==> config.mk <==
export PLATFORM = sky130hd
export DESIGN_NAME = lvds_rx_frame_parser
export DESIGN_NICKNAME = d
export VERILOG_FILES = /design/src/rtl/lvds_rx_pkg.sv /design/src/rtl/rx_stat_counter.sv /design/src/rtl/lvds_rx_frame_parser.sv
export SDC_FILE = /design/constraint.sdc
export NUM_CORES = 1
export LEC_CHECK = 0
export CAP_MARGIN = 40
export CORE_MARGIN = 2
export CORE_UTILIZATION = 31
export DETAILED_ROUTE_END_ITERATION = 6
export PLACE_DENSITY = 0.61
export SYNTH_ARGS = -nofsm -noshare
export SYNTH_HDL_FRONTEND = slang
export SYNTH_SLANG_ARGS = --single-unit
==> constraint.sdc <==
create_clock -name sys_clk_i -period 3.15 [get_ports sys_clk_i]
set_input_delay 0.945 -clock sys_clk_i [delete_from_list [all_inputs] [get_ports sys_clk_i]]
set_output_delay 0.945 -clock sys_clk_i [all_outputs]
set_load 0.005 [all_outputs]
==> src/rtl/lvds_rx_pkg.sv <==
// Shared types and constants for the LVDS uplink frame parser.
package lvds_rx_pkg;

  typedef enum logic [3:0] {
    ST_IDLE,
    ST_SYNC1,
    ST_TYPE,
    ST_CH_H,
    ST_CH_L,
    ST_LEN_H,
    ST_LEN_L,
    ST_PAYLOAD,
    ST_CHK
  } rx_state_e;

  localparam logic [15:0] SYNC_WORD = 16'hEB90;
  localparam logic [7:0]  SYNC_H    = SYNC_WORD[15:8];
  localparam logic [7:0]  SYNC_L    = SYNC_WORD[7:0];
  localparam logic [15:0] MAX_LEN   = 16'd2048;
  localparam logic [15:0] CNT_IDX   = 16'd25;

  // Frame byte index of each header field; TYPE is index 1.
  localparam logic [15:0] OFS_TYPE  = 16'd1;
  localparam logic [15:0] OFS_CH_H  = 16'd2;
  localparam logic [15:0] OFS_CH_L  = 16'd3;
  localparam logic [15:0] OFS_LEN_H = 16'd4;
  localparam logic [15:0] OFS_LEN_L = 16'd5;

  function automatic logic [15:0] sat_inc16(input logic [15:0] v);
    return (v == 16'hFFFF) ? v : v + 16'd1;
  endfunction

endpackage

==> src/rtl/rx_stat_counter.sv <==
// Saturating 32-bit event counter; a synchronous clear beats a same-cycle increment.
module rx_stat_counter (
  input  logic        sys_clk_i,
  input  logic        rst_n_i,
  input  logic        clr_i,
  input  logic        inc_i,
  output logic [31:0] cnt_o
);

  logic [31:0] cnt_q, cnt_d;

  always_comb begin
    cnt_d = cnt_q;
    if (clr_i) begin
      cnt_d = '0;
    end else if (inc_i && (cnt_q != 32'hFFFF_FFFF)) begin
      cnt_d = cnt_q + 32'd1;
    end
  end

  always_ff @(posedge sys_clk_i or negedge rst_n_i) begin
    if (!rst_n_i) begin
      cnt_q <= '0;
    end else begin
      cnt_q <= cnt_d;
    end
  end

  assign cnt_o = cnt_q;

endmodule

==> src/rtl/lvds_rx_frame_parser.sv <==
// Sync hunt, header parse, payload streaming and checksum check for the LVDS uplink.
// Define RX_TIMEOUT_EN to abort a frame after TIMEOUT_CYC idle cycles.
//   ST_IDLE    | hunting for SYNC_H
//   ST_SYNC1   | SYNC_H seen, expecting SYNC_L
//   ST_TYPE .. ST_LEN_L | header bytes
//   ST_PAYLOAD | streaming LEN bytes to yw_data
//   ST_CHK     | waiting for the checksum byte
module lvds_rx_frame_parser
  import lvds_rx_pkg::*;
(
  input  logic        sys_clk_i,
  input  logic        rst_n_i,
  input  logic [7:0]  rx_data_i,
  input  logic        rx_valid_i,
  input  logic [7:0]  i_MC_StatCLR,
  output logic        info_start_flag_o,
  output logic [7:0]  info_type_o,
  output logic [15:0] channel_mang_o,
  output logic [15:0] info_len_o,
  output logic [7:0]  yw_data_o,
  output logic        yw_data_valid_o,
  output logic        byte_cnt_equal_25_o,
  output logic        frame_done_o,
  output logic        frame_err_o,
  output logic [31:0] frame_cnt_o,
  output logic [31:0] err_cnt_o
);

  rx_state_e   state_q, state_d;
  logic [7:0]  ch_h_q, len_h_q, info_type_q, sum_q, yw_data_q;
  logic [15:0] channel_q, info_len_q, pay_cnt_q, idx_q, len_word;
  logic        start_q, cnt25_q, done_q, err_q, yw_valid_q, clr_q;
  logic        start_d, done_d, err_d, yw_valid_d, in_frame, tmo;
  logic        unused_statclr;

  assign unused_statclr = ^i_MC_StatCLR[7:1];
  assign len_word       = {len_h_q, rx_data_i};

`ifdef RX_TIMEOUT_EN
  parameter logic [31:0] TIMEOUT_CYC = 32'd16384;
  logic [31:0] idle_cnt_q;

  assign tmo = (state_q != ST_IDLE) && !rx_valid_i && (idle_cnt_q == TIMEOUT_CYC - 32'd1);

  always_ff @(posedge sys_clk_i or negedge rst_n_i) begin
    if (!rst_n_i) begin
      idle_cnt_q <= '0;
    end else if ((state_q == ST_IDLE) || rx_valid_i || tmo) begin
      idle_cnt_q <= '0;
    end else begin
      idle_cnt_q <= idle_cnt_q + 32'd1;
    end
  end
`else
  assign tmo = 1'b0;
`endif

  always_ff @(posedge sys_clk_i or negedge rst_n_i) begin
    if (!rst_n_i) begin
      state_q <= ST_IDLE;
    end else begin
      state_q <= state_d;
    end
  end

  always_comb begin
    state_d = state_q;
    if (tmo) begin
      state_d = ST_IDLE;
    end else if (rx_valid_i) begin
      case (state_q)
        ST_IDLE:  if (rx_data_i == SYNC_H) state_d = ST_SYNC1;
        ST_SYNC1: begin
          if (rx_data_i == SYNC_L)      state_d = ST_TYPE;
          else if (rx_data_i != SYNC_H) state_d = ST_IDLE;
        end
        ST_TYPE:  state_d = ST_CH_H;
        ST_CH_H:  state_d = ST_CH_L;
        ST_CH_L:  state_d = ST_LEN_H;
        ST_LEN_H: state_d = ST_LEN_L;
        ST_LEN_L: begin
          if (len_word == 16'd0)       state_d = ST_CHK;
          else if (len_word > MAX_LEN) state_d = ST_IDLE;
          else                         state_d = ST_PAYLOAD;
        end
        ST_PAYLOAD: if (pay_cnt_q + 16'd1 == info_len_q) state_d = ST_CHK;
        ST_CHK:   state_d = ST_IDLE;
        default:  state_d = ST_IDLE;
      endcase
    end
  end

  always_comb begin
    start_d    = 1'b0;
    done_d     = 1'b0;
    err_d      = tmo;
    yw_valid_d = 1'b0;
    in_frame   = 1'b0;
    if (rx_valid_i) begin
      case (state_q)
        ST_SYNC1: start_d = (rx_data_i == SYNC_L);
        ST_TYPE, ST_CH_H, ST_CH_L, ST_LEN_H: in_frame = 1'b1;
        ST_LEN_L: begin
          in_frame = 1'b1;
          err_d    = (len_word > MAX_LEN);
        end
        ST_PAYLOAD: begin
          in_frame   = 1'b1;
          yw_valid_d = 1'b1;
        end
        ST_CHK: begin
          in_frame = 1'b1;
          done_d   = (rx_data_i == sum_q);
          err_d    = (rx_data_i != sum_q);
        end
        default: ;
      endcase
    end
  end

  always_ff @(posedge sys_clk_i or negedge rst_n_i) begin
    if (!rst_n_i) begin
      start_q     <= 1'b0;
      done_q      <= 1'b0;
      err_q       <= 1'b0;
      yw_valid_q  <= 1'b0;
      cnt25_q     <= 1'b0;
      clr_q       <= 1'b0;
      yw_data_q   <= '0;
      idx_q       <= '0;
      sum_q       <= '0;
      info_type_q <= '0;
      ch_h_q      <= '0;
      channel_q   <= '0;
      len_h_q     <= '0;
      info_len_q  <= '0;
      pay_cnt_q   <= '0;
    end else begin
      start_q    <= start_d;
      done_q     <= done_d;
      err_q      <= err_d;
      yw_valid_q <= yw_valid_d;
      cnt25_q    <= in_frame && (sat_inc16(idx_q) == CNT_IDX);
      clr_q      <= i_MC_StatCLR[0];
      if (yw_valid_d) yw_data_q <= rx_data_i;
      // Index and checksum restart on SYNC_L so TYPE becomes index 1 / first addend.
      if (start_d) begin
        idx_q <= '0;
        sum_q <= '0;
      end else if (in_frame) begin
        idx_q <= sat_inc16(idx_q);
        if (state_q != ST_CHK) sum_q <= sum_q + rx_data_i;
      end
      if (rx_valid_i) begin
        case (state_q)
          ST_TYPE:  info_type_q <= rx_data_i;
          ST_CH_H:  ch_h_q      <= rx_data_i;
          ST_CH_L:  channel_q   <= {ch_h_q, rx_data_i};
          ST_LEN_H: len_h_q     <= rx_data_i;
          ST_LEN_L: begin
            info_len_q <= len_word;
            pay_cnt_q  <= '0;
          end
          ST_PAYLOAD: pay_cnt_q <= pay_cnt_q + 16'd1;
          default: ;
        endcase
      end
    end
  end

  rx_stat_counter u_frame_cnt (
    .sys_clk_i (sys_clk_i),
    .rst_n_i   (rst_n_i),
    .clr_i     (clr_q),
    .inc_i     (done_q),
    .cnt_o     (frame_cnt_o)
  );

  rx_stat_counter u_err_cnt (
    .sys_clk_i (sys_clk_i),
    .rst_n_i   (rst_n_i),
    .clr_i     (clr_q),
    .inc_i     (err_q),
    .cnt_o     (err_cnt_o)
  );

  assign info_start_flag_o   = start_q;
  assign info_type_o         = info_type_q;
  assign channel_mang_o      = channel_q;
  assign info_len_o          = info_len_q;
  assign yw_data_o           = yw_data_q;
  assign yw_data_valid_o     = yw_valid_q;
  assign byte_cnt_equal_25_o = cnt25_q;
  assign frame_done_o        = done_q;
  assign frame_err_o         = err_q;

endmodule

Word level (Yosys, flattened, before mapping)
Index checks and enable logic that the tools add are counted.

Bits in registers: 178. Bits in latches: 0. Memory bits (writable): 0. ROM bits: 0. Output and inout bits: 117. Word-level logic and storage cells: 93. Memories kept: 0.

Add/subtract/negate cells: 5. Multiply operators: 0. Div/mod/pow operators: 0. $lt $le $gt $ge: 1. Equality and inequality tests: 22. Shift-type cells: 0. Muxes and demuxes: 28. Bitwise logic cells: 0. Reductions and logical operators: 19.

Operator list (count): 2-to-1 mux 32 bit (4); adder 32 x 1 -> 32 bit, second input constant (2); != test 32 bit, second input constant (2); 2-to-1 mux 16 bit (3); adder 16 x 1 -> 16 bit, second input constant (2); one-hot mux 16 bit (2 select lines) (1); one-hot mux 4 bit (8 select lines) (1); 2-to-1 mux 8 bit (3); 2-to-1 mux 4 bit (5); equality test 16 bit (1); equality test 16 bit, second input constant (1); equality test 16 x 5 -> 1 bit, second input constant (1); equality test 4 x 3 -> 1 bit, second input constant (4); equality test 8 bit, second input constant (2); greater-than comparator 16 x 12 -> 1 bit, second input constant (1); zero test 16 bit (1); AND reduction 2 bit (7); nonzero test 2 bit (5); 2-to-1 mux 1 bit (9); adder 8 bit (1); equality test 4 x 2 -> 1 bit, second input constant (2); equality test 8 bit (1); != test 8 bit (1); != test 8 bit, second input constant (1); 11 further kinds (14).

Longest topological paths before layout
Gate-level depths: netlist of the first run.

Word-level depth: 6. Gate-level depth with buffers: 10.

Cells and area by module
A second synthesis of the first run with hierarchy kept.

Cells, all modules: 972. Area, all modules: 9545.4 um^2.

By module, submodules not included: lvds_rx_frame_parser (instances 1, cells an instance 576, area an instance 5836.8 um^2, seq. area each 2852.7 um^2); rx_stat_counter (instances 2, cells an instance 198, area an instance 1854.3 um^2, seq. area each 800.8 um^2).

Worst setup path before layout of the first run
Ideal clock, no wire load.

Path type: input port to flip-flop. Start point: input rx_data_i[1]. End point: register idx_q[0]. Data arrival time: 2.696 ns. Data required time: 3.025 ns. Setup slack: 0.329 ns. Cell stages on the path: 7. Buffers on the path: 1. Cell sequence: or4_1 -> nor4_1 -> and4_1 -> clkbuf_1 -> nor2b_1 -> o21bai_1 -> mux2_2.

Word-level cells in the longest chain between the ends: 4. Elaborated cells between the ends (all ways): 5. Classes of those cells: eq/ne (1); mux (3); reduce/logical (1).

RTL lines: start, declared (RTL line lvds_rx_frame_parser.sv:13) `input logic [7:0] rx_data_i,`; equality test 8 bit * (RTL line lvds_rx_frame_parser.sv:101) `ST_SYNC1: start_d = (rx_data_i == SYNC_L);`; 2-to-1 mux 1 bit * (RTL line lvds_rx_frame_parser.sv:100) `case (state_q)`; 2-to-1 mux 1 bit * (RTL line lvds_rx_frame_parser.sv:99) `if (rx_valid_i) begin`; 2-to-1 mux 16 bit or nonzero test 2 bit (tied branches); end signal, assigned (RTL line lvds_rx_frame_parser.sv:151) `idx_q <= sat_inc16(idx_q);`; end, declared (RTL line lvds_rx_frame_parser.sv:31) `logic [15:0] channel_q, info_len_q, pay_cnt_q, idx_q, len_word;`.

Every way passes the cells marked *; elsewhere a longest branch is shown, timed or not. A chain may end at the register's enable or synchronous reset.

Final worst setup path of the first run
Start point: input rx_data_i[1]. End point: register sum_q[7].

Word-level cells in the longest chain between the ends: 5. Elaborated cells between the ends (all ways): 10. Classes of those cells: add/sub (1); eq/ne (1); mux (5); reduce/logical (3).

RTL lines: parallel branches: the longest is 5 deep, another holds adder 8 bit; end signal, assigned (RTL line lvds_rx_frame_parser.sv:152) `if (state_q != ST_CHK) sum_q <= sum_q + rx_data_i;`; end, declared (RTL line lvds_rx_frame_parser.sv:30) `logic [7:0] ch_h_q, len_h_q, info_type_q, sum_q, yw_data_q;`.

Several ways; the timed one is not identified. The select of a mux whose other input is x is not followed.

==> metrics, run 1 <==
Die Wd around 180 um; post-DP HPWL about 16000 um; Initial Util 31.6%; DR top layer met4; RD Place Congestion between 0.7 and 0.8; final net count between 1k and 1.5k; Final Power 6.76 mW; Synth area leader dfrtp_1; largest fanout on the critical path 2; clk slew on worst S/H paths approximately 0.070 ns; Post-CTS Hold Fix Bufs 0; synth-to-layout area growth 28.4%; TritonCTS clock tree done; register area share after synthesis slightly below 50%; Worst Hold Slack approximately 0.45 ns; # Post-CTS Setup Buffers 0; leakage power between 4 and 5 nW; Tmin final 2.95 ns; share of the clock period used by the worst path after layout between 90% and 100%; Setup violations, final 0; Seq cells post-synth 178; Worst Tran Pin Value ~0.72 ns; Power Density 577 mW/mm2; initial DRC count about 450; Worst Setup End Kind register; Post-synth ARST share 100%; Post-DRT Antenna Nets 0; TNS Setup 0 ns; CORE AREA 0.0289 mm2; vias in the first global route slightly above 7k; Avg Vias per Cell between 5 and 6; PortBufs 128; cell count after synthesis ~920; Mapped Nets roughly 950; most common cell after layout, fill and taps aside dfrtp_1; Primary FF master, synth dfrtp_1; RSZ-0062 raised after global routing false; most frequent cells in the layout dfrtp_1, clkdlybuf4s50_1, nand2_1; first-pass GRT wire length about 37000 um; clk sink count approximately 180; Cell Area, Synth roughly 0.0091 mm2; Vias 7427; Clock Path Buffers 2; Global Route Usage Sum between 10 and 15%; I/O pin total 136; cts repair resizes 0; Reg-to-Reg Start pay_cnt_q[0]$_DFFE_PN0P_; CP Class in2reg; TritonRoute pass-1 iters 5; synthesized area per cell 9.89 um2; share of Yosys cell area claimed by the top area cell type 48.8%; Max Clock Freq 0.339 GHz; metal3 WL about 1200 um; Clock Latency Late Sink between 0.4 and 0.5 ns; largest net degree at the start of global routing between 80 and 90; row count 62; crit path DAT 3.29 ns; worst reg-to-reg path cell count 8; Reg-to-Reg End state_q[0]$_DFFE_PN0P_; met2 routed WL between 10000 and 15000 um; Startpoint Class primary input; critical path data required time between 3 and 4 ns; die extent in y roughly 180 um; pre-CTS setup slack -0.273 ns; Final Hold Fails 0; DRC 0; initial antenna violation count 1; share of cells above drive strength 1 a little over an eighth; max cap viols 0; Root Buffer clkbuf_16; Syn. warnings 0; maximum vdd ir drop between 0.4 and 0.5 mV; Worst slew margin a little over half; Routed wire per std cell between 15 and 20 um; number of library cell types mapped by synthesis 66; final WL approximately 23000 um; run status finished clean; wire length on met1 11100 um; Post-synth EDFFs 0; ranking of synthesized cells by area dfrtp_1, mux2_2, xor2_1; Final Skew ~0.017 ns; H-tree depth 4; gr ovfl total 0; type of the worst min-delay path in2async; worst setup margin just over 0.2 ns; flop-to-flop setup slack roughly 0.25 ns; CTS buffer count 17; Final Max Slew Viols 0; DIE AREA between 0.03 and 0.04 mm2
## worst max path at each step
stage                            start                endpoint  slack [ns]  depth (start not counted)
after global routing      rx_data_i[1]    sum_q[7]$_DFFE_PN0P_        0.09                         10
after floorplan           rx_data_i[1]    idx_q[0]$_DFFE_PN0P_        0.33                          7
after detailed placement  rx_data_i[1]    sum_q[7]$_DFFE_PN0P_       -0.27                         10
final                     rx_data_i[1]    sum_q[7]$_DFFE_PN0P_        0.20                         10
after CTS                 rx_data_i[1]    sum_q[7]$_DFFE_PN0P_        0.15                         10
after global placement    rx_data_i[1]  state_q[1]$_DFFE_PN0P_       -0.18                          7
## cell type report
class,instances,area [um2]
antenna,1,2.50
clock buffer,18,439
clock inverter,14,161
fill,2834,17100
inverter,18,67.6
multi-input combinational,685,4430
sequential,178,4460
tap,384,480
timing repair buffer,176,1680
## Yosys cell counts (3+ instances only)
| cell | n |
|---|---|
| or4_1 | 6 |
| nand4b_1 | 3 |
| o31ai_1 | 11 |
| nand2_1 | 101 |
| clkbuf_1 | 29 |
| nor4_1 | 15 |
| a211oi_1 | 3 |
| nor2b_1 | 3 |
| buf_1 | 5 |
| a31oi_1 | 8 |
| and4_1 | 11 |
| mux2i_1 | 9 |
| buf_2 | 4 |
| nand3b_1 | 3 |
| nor3_1 | 21 |
| ha_1 | 11 |
| or3_1 | 17 |
| and2_1 | 4 |
| nor3b_1 | 3 |
| nand4_1 | 22 |
| nor2_1 | 95 |
| o22ai_1 | 8 |
| o21ai_0 | 58 |
| xor2_1 | 47 |
| a21oi_1 | 29 |
| nand2b_1 | 4 |
| a21o_1 | 5 |
| nand3_1 | 45 |
| dfrtp_1 | 178 |
| mux2_2 | 54 |
| o21bai_1 | 4 |
| inv_1 | 18 |
| and3_1 | 19 |
| xnor2_1 | 29 |
| buf_4 | 3 |
## power breakdown
group / internal, mW / total, mW / leakage (nW) / switching [mW]
clock: 1.09 / 2.16 / 0.290 / 1.06
combinational: 0.930 / 1.67 / 2.24 / 0.741
sequential: 2.62 / 2.93 / 2.42 / 0.310
## sequential cells by signal (all words and copies together) (netlist names)
register             count
byte_cnt_equal_25_o      1
ch_h_q                   8
channel_mang_o          16
clr_q                    1
frame_done_o             1
frame_err_o              1
idx_q                   16
info_len_o              16
info_start_flag_o        1
info_type_o              8
len_h_q                  8
pay_cnt_q               16
state_q                  4
sum_q                    8
u_err_cnt.cnt_o         32
u_frame_cnt.cnt_o       32
yw_data_o                8
yw_data_valid_o          1
## worst max-delay path: stages
cell             delay, ns
clkdlybuf4s50_1       0.43
buf_4                 0.15
ha_1                  0.30
a21o_1                0.18
a21oi_1               0.21
o21bai_1              0.12
a2111oi_1             0.43
nor3_1                0.13
mux2i_1               0.20
mux2i_1               0.20
## per-stage QoR
stage | utilization [%] | instance area, um2 | cells
2_1_floorplan | - | 9130 | 923
3_3_place_gp | 38.4 | 11100 | 1440
3_5_place_dp | 38.5 | 11100 | 1441
4_1_cts | 40.6 | 11700 | 1473
5_1_grt | 40.6 | 11700 | 1474
6_report | 40.6 | 11700 | 1474
## metal layers
metal / up-vias / GRT usage [%]
met1: 3621 / 21.2
li1: 3627 / -
met5: - / 0
met2: 166 / 23.0
met4: 0 / 3.89
met3: 13 / 3.38
## cell families (layout without fill, tap and decap cells)
family | Yosys count | count (layout) | share of synthesized area (%)
AO/OA/AOI/OAI | 151 | 151 | 10.7
XOR/XNOR | 76 | 76 | 7.29
adder cells (fa/ha/maj) | 12 | 12 | 1.73
buffers and inverters | 60 | 226 | 2.66
flip-flops | 178 | 178 | 48.8
multiplexers | 65 | 65 | 7.90
other | 0 | 1 | 0
AND/OR/NAND/NOR | 381 | 381 | 20.9
(Power assumes the default switching activity.)
==> run 2, diff against run 1 <==
--- a/config.mk
+++ b/config.mk
@@ -9,7 +9,8 @@
 export CORE_MARGIN = 2
 export CORE_UTILIZATION = 31
 export DETAILED_ROUTE_END_ITERATION = 6
-export PLACE_DENSITY = 0.61
+export PLACE_DENSITY = 0.6
 export SYNTH_ARGS = -nofsm -noshare
 export SYNTH_HDL_FRONTEND = slang
+export SYNTH_HIERARCHICAL = 1
 export SYNTH_SLANG_ARGS = --single-unit
==> run 2 against run 1 <==
First-iteration DRC count is 22% higher; combinational power rose by 40%; utilization down 1.0 points; global-route usage rose by 0.31 points; area after synthesis grew 4.6%; critical path type unchanged; critical endpoint is now state_q[0]$_DFFE_PN0P_; largest power group unchanged.
==> metrics, run 2 <==
die extent in y approximately 180 um; Tmin final a little under 3 ns; largest net degree at the start of global routing 69; most frequent cells in the layout dfrtp_1, clkdlybuf4s50_1, nor2_1; PortBufs 128; most frequent cell after synthesis dfrtp_1; Primary FF master, synth dfrtp_1; CP Class in2reg; maximum vdd ir drop approximately 0.48 mV; final net count between 1k and 1.5k; row count 64; area of the multi-input gates 0.00482 mm2; CP startpoint rx_data_i[2]; cts repair resizes 0; WHS Path Cells 2; Clock Latency Late Sink around 0.43 ns; Initial Util about a third; largest fanout on the critical path 2; fill count approximately 3k; Max Clock Freq approximately 0.34 GHz; Worst slew margin 54.3%; H-tree depth 4; Final Hold Fails 0; leakage power 4.86 nW; Power Density around 650 mW/mm2; register area share after synthesis a little under half; ranking of synthesized cells by area dfrtp_1, mux2_2, nor2_1; clk sink count around 180; TritonCTS clock tree done; TritonRoute pass-1 iters 5; TNS Setup 0 ns; share of the clock period used by the worst path after layout 94.4%; first-pass GRT wire length roughly 41000 um; Worst Setup End Kind register; share of cells above drive strength 1 around 15%; placed cells 1487; diode count 0; DIE AREA 0.0322 mm2; Worst Tran Pin Value 0.680 ns; max cap viols 0; gr ovfl total 0; Cell Area, Synth between 0.009 and 0.01 mm2; I/O pin total between 100 and 150; synthesized area per cell around 9.8 um2; clk slew on worst S/H paths 0.08 ns; Syn. warnings 6; Seq cells post-synth about 180; flop-to-flop setup slack around 0.48 ns; most common cell after layout, fill and taps aside dfrtp_1; Routed wire per std cell approximately 16 um; most frequent cells after synthesis dfrtp_1, nor2_1, nand2_1; RSZ-0062 raised after global routing false; Post-CTS Hold Fix Bufs 0; Final Max Slew Viols 0; synth-to-layout area growth 26.1%; worst hold endpoint yw_data_o[2]$_DFFE_PN0P_; fin cells about 1.5k; worst setup margin 0.178 ns; # Post-CTS Setup Buffers 0; Clock Path Buffers 2; number of library cell types mapped by synthesis 63; Startpoint Class primary input; Reg-to-Reg End state_q[0]$_DFFE_PN0P_; Final Power 7.80 mW; pre-CTS setup slack -0.267 ns; critical path data required time approximately 3.5 ns; Post-DRT Antenna Nets 0; Vias 7860; Mapped Nets roughly 1.0k; initial antenna violation count 0; RD Place Congestion between 0.8 and 0.9; share of Yosys cell area claimed by the top area cell type 46.7%; Reg-to-Reg Start pay_cnt_q[0]$_DFFE_PN0P_; worst reg-to-reg path cell count 8; Post-synth ARST share 100%; Global Route Usage Sum roughly 15%; Die Wd around 180 um; vias in the first global route between 7k and 8k; Setup violations, final 0; type of the worst min-delay path reg2reg; cell count after synthesis ~970; register area approximately 0.0045 mm2; Avg Vias per Cell between 5 and 6; Root Buffer clkbuf_16; Finished Core Util about two fifths; CTS buffer count 17; initial DRC count 548; post-DP HPWL between 15000 and 20000 um; final WL 24400 um; run status finished clean; crit path DAT 3.34 ns; Post-synth EDFFs 0; Synth area leader dfrtp_1; worst hold start yw_data_o[2]$_DFFE_PN0P_; DRC 0; CORE AREA 0.0304 mm2; Final Skew around 0.014 ns
==> run 2: cell types whose count changed in the layout (fill, tap and decap cells not counted), moves of 10 or more <==
cell,previous run,this run
xor2_1,47,20
nor2b_1,3,21
buf_4,45,33
nand2_1,101,90
mux2_2,54,64
xnor2_1,29,39
==> run 2: through the flow <==
| stage | hold slack, ns | area, um2 |
|---|---|---|
| floorplan | 0.460 | 9550 |
| global placement | 0.463 | 11400 |
| detailed placement | 0.463 | 11400 |
| CTS | 0.494 | 12000 |
| global route | 0.510 | 12000 |
| finish | 0.485 | 12000 |
==> run 2: per-layer routing <==
metal | share of wire, % | up-vias | GRT usage [%]
met5 | 0 | - | 0
met4 | 1.4 | 0 | 3.80
met3 | 3.6 | 20 | 3.00
met2 | 47 | 156 | 24.7
met1 | 48 | 3888 | 20.9
li1 | - | 3796 | -
==> run 2: worst max path at each step <==
stage / slack, ns / to
after floorplan: 0.22 / state_q[0]$_DFFE_PN0P_
after global routing: 0.08 / state_q[0]$_DFFE_PN0P_
after detailed placement: -0.27 / state_q[0]$_DFFE_PN0P_
final: 0.18 / state_q[0]$_DFFE_PN0P_
after global placement: -0.26 / state_q[0]$_DFFE_PN0P_
after CTS: 0.19 / state_q[0]$_DFFE_PN0P_
==> run 2: area by class of cell <==
cell class              count  share of cell area, %
well taps                 396                   4.12
repair buffers            163                   13.1
clock inverters            15                   1.50
multi-input cells         726                   40.0
flip-flops and latches    178                   37.0
clock buffers              17                   3.53
inverters                  24                  0.748
==> run 2: kinds of logic (layout without fill, tap and decap cells) <==
kind of cell / Yosys count / in the layout / synth area share [%]
xor gates and xnor gates: 59 / 59 / 5.41
buffers and inverters: 68 / 219 / 2.88
and+or+nand+nor: 406 / 406 / 23.0
adders and majority gates: 12 / 12 / 1.65
muxes: 71 / 71 / 8.39
AOI/OAI and AO/OA: 178 / 178 / 12.0
DFF: 178 / 178 / 46.7
==> run 2: where the power goes <==
part / switching, mW / internal, mW / leakage, nW
clock network: 1.09 / 1.08 / 0.292
logic: 0.970 / 1.37 / 2.23
registers: 0.484 / 2.81 / 2.34
==> run 2: critical path, stage by stage <==
cell	delay, ns
clkdlybuf4s50_1	0.42
or4_4	0.56
nand4b_1	0.24
xnor2_1	0.15
or4b_1	0.51
and3_1	0.20
nor4_1	0.16
a221o_1	0.14
==> run 3, diff against run 2 <==
--- a/config.mk
+++ b/config.mk
@@ -6,7 +6,7 @@
 export NUM_CORES = 1
 export LEC_CHECK = 0
 export CAP_MARGIN = 40
-export CORE_MARGIN = 2
+export CORE_MARGIN = 3
 export CORE_UTILIZATION = 31
 export DETAILED_ROUTE_END_ITERATION = 6
 export PLACE_DENSITY = 0.6
@@ -14,3 +14,4 @@
 export SYNTH_HDL_FRONTEND = slang
 export SYNTH_HIERARCHICAL = 1
 export SYNTH_SLANG_ARGS = --single-unit
+export TNS_END_PERCENT = 1
==> run 3 against run 2 <==
Final area grew 0.49%; register-to-register slack is essentially flat; via count shrank 0.47%; final cell count shrank 0.26%; sequential cell count is the same; count of clock-buffer cells in the layout grew 1; largest power group unchanged.
==> metrics, run 3 (same netlist as run 2, synthesis figures left out) <==
worst hold start yw_data_o[4]$_DFFE_PN0P_; initial antenna violation count 0; TritonCTS clock tree done; die extent in y roughly 180 um; Worst Setup End Kind register; vias in the first global route between 7k and 8k; CP top delay family simple AND/OR/NAND/NOR gates; clk sink count 178; CP startpoint rx_data_i[2]; cts repair resizes 0; Max Clock Freq around 0.33 GHz; placed cell area 0.0115 mm2; Tmin final 3.01 ns; Post-CTS Hold Fix Bufs 0; Setup violations, final 0; Worst Tran Pin Value 0.825 ns; Clock Latency Late Sink between 0.4 and 0.5 ns; final net count around 1.1k; Root Buffer clkbuf_16; DRC 0; PortBufs ~130; type of the worst min-delay path reg2reg; Die Wd ~180 um; DIE AREA ~0.033 mm2; post-route cell area ~0.012 mm2; CTS buffer count 17; Final Skew between 0.015 and 0.02 ns; Global Route Usage Sum roughly 15%; largest net degree at the start of global routing 73; TritonRoute pass-1 iters 5; Startpoint Class primary input; Final Hold Fails 0; CP Class in2reg; Clock Path Buffers 2; H-tree depth 4; worst setup margin 0.135 ns; fin cells 1515; I/O pin total 136; crit path DAT ~3.4 ns; maximum vdd ir drop 0.377 mV; CORE AREA 0.0300 mm2; Final Power around 7.9 mW; final WL 24500 um; Final Max Slew Viols 0; met2 routed WL ~12000 um; Routed wire per std cell 16.2 um; TNS Setup 0 ns; pre-CTS setup slack -0.295 ns; Post-DRT Antenna Nets 0; # Post-CTS Setup Buffers 0; synth-to-layout area growth 26.8%; RD Place Congestion about 0.85; placed cells ~1.5k; post-DP HPWL around 17000 um; Crit-path slowest cell or4_4; first-pass GRT wire length roughly 40000 um; gr ovfl total 0; metal3 WL 1140 um; Power Density between 600 and 700 mW/mm2; Worst slew margin roughly 45%; share of the clock period used by the worst path after layout between 90% and 100%; Reg-to-Reg Start pay_cnt_q[0]$_DFFE_PN0P_; share of cells above drive strength 1 around 15%; crit path buf inv count 1; wire length on met1 approximately 11000 um; critical path data required time around 3.5 ns; run status finished clean; max cap viols 0; RSZ-0062 raised after global routing false; Initial Util about a third; CP peak stage delay between 0.5 and 0.6 ns; leakage power a little under 5 nW; largest fanout on the critical path 3; Vias ~7.8k; most common cell after layout, fill and taps aside dfrtp_1; clk slew on worst S/H paths around 0.08 ns; most frequent cells in the layout dfrtp_1, clkdlybuf4s50_1, nor2_1; Avg Vias per Cell 5.16; worst-path cell chain clkdlybuf4s50_1, or4_4, nand4b_1, xnor2_1, or4b_1, and3_1, nor4_1, a221o_1; row count 63; initial DRC count 493; DR top layer met4; diode count 0
[run 3: changes by cell type in the layout (fill, tap and decap cells not counted)]
cell	delta
bufinv_16	+1
clkbuf_8	+1
buf_12	+2
clkinv_4	-1
inv_6	-1
[run 3: metrics by stage]
stage                     utilization (%)  hold slack [ns]
final                                40.4            0.482
after global routing                 40.4            0.495
after CTS                            40.4            0.491
after detailed placement             38.3            0.467
after global placement               38.3            0.465
after floorplan                         -            0.460
[run 3: where the power goes]
group	switching [mW]	total [mW]	internal, mW
clock	1.06	2.24	1.18
sequential	0.484	3.29	2.81
combinational	1.00	2.39	1.39
total	2.54	7.91	5.37
[run 3: metal layers]
metal  vias up  global-route usage, %
met3        19                   3.43
met4         0                   3.29
met1      3809                   20.2
met5         -                      0
met2       179                   24.6
li1       3816                      -
[run 3: area by class of cell]
class	count	area [um2]
clock buffers	18	439
clock inverters	14	193
fillers	2972	17900
inverters	24	90.1
multi-input cells	726	4820
flip-flops and latches	178	4460
well taps	390	488
repair buffers	165	1610
[run 3: path summary, 6_finish.rpt]
path | to | slack [ns] | cells after the start
hold reg to reg | yw_data_o[4]$_DFFE_PN0P_ | 0.48 | 2
setup / recovery | state_q[0]$_DFFE_PN0P_ | 0.14 | 8
min in group asynchronous | u_frame_cnt/cnt_o[20]$_DFFE_PN0P_ | 0.52 | 1
setup reg to reg | state_q[0]$_DFFE_PN0P_ | 0.48 | 8
max in group asynchronous | ch_h_q[2]$_DFFE_PN0P_ | 1.95 | 2
hold / removal | yw_data_o[4]$_DFFE_PN0P_ | 0.48 | 2
[run 3: worst min-delay path, stage by stage (launching register included)]
cell	delay (ns)
dfrtp_1	0.35
nand2_1	0.05
nand2_1	0.06
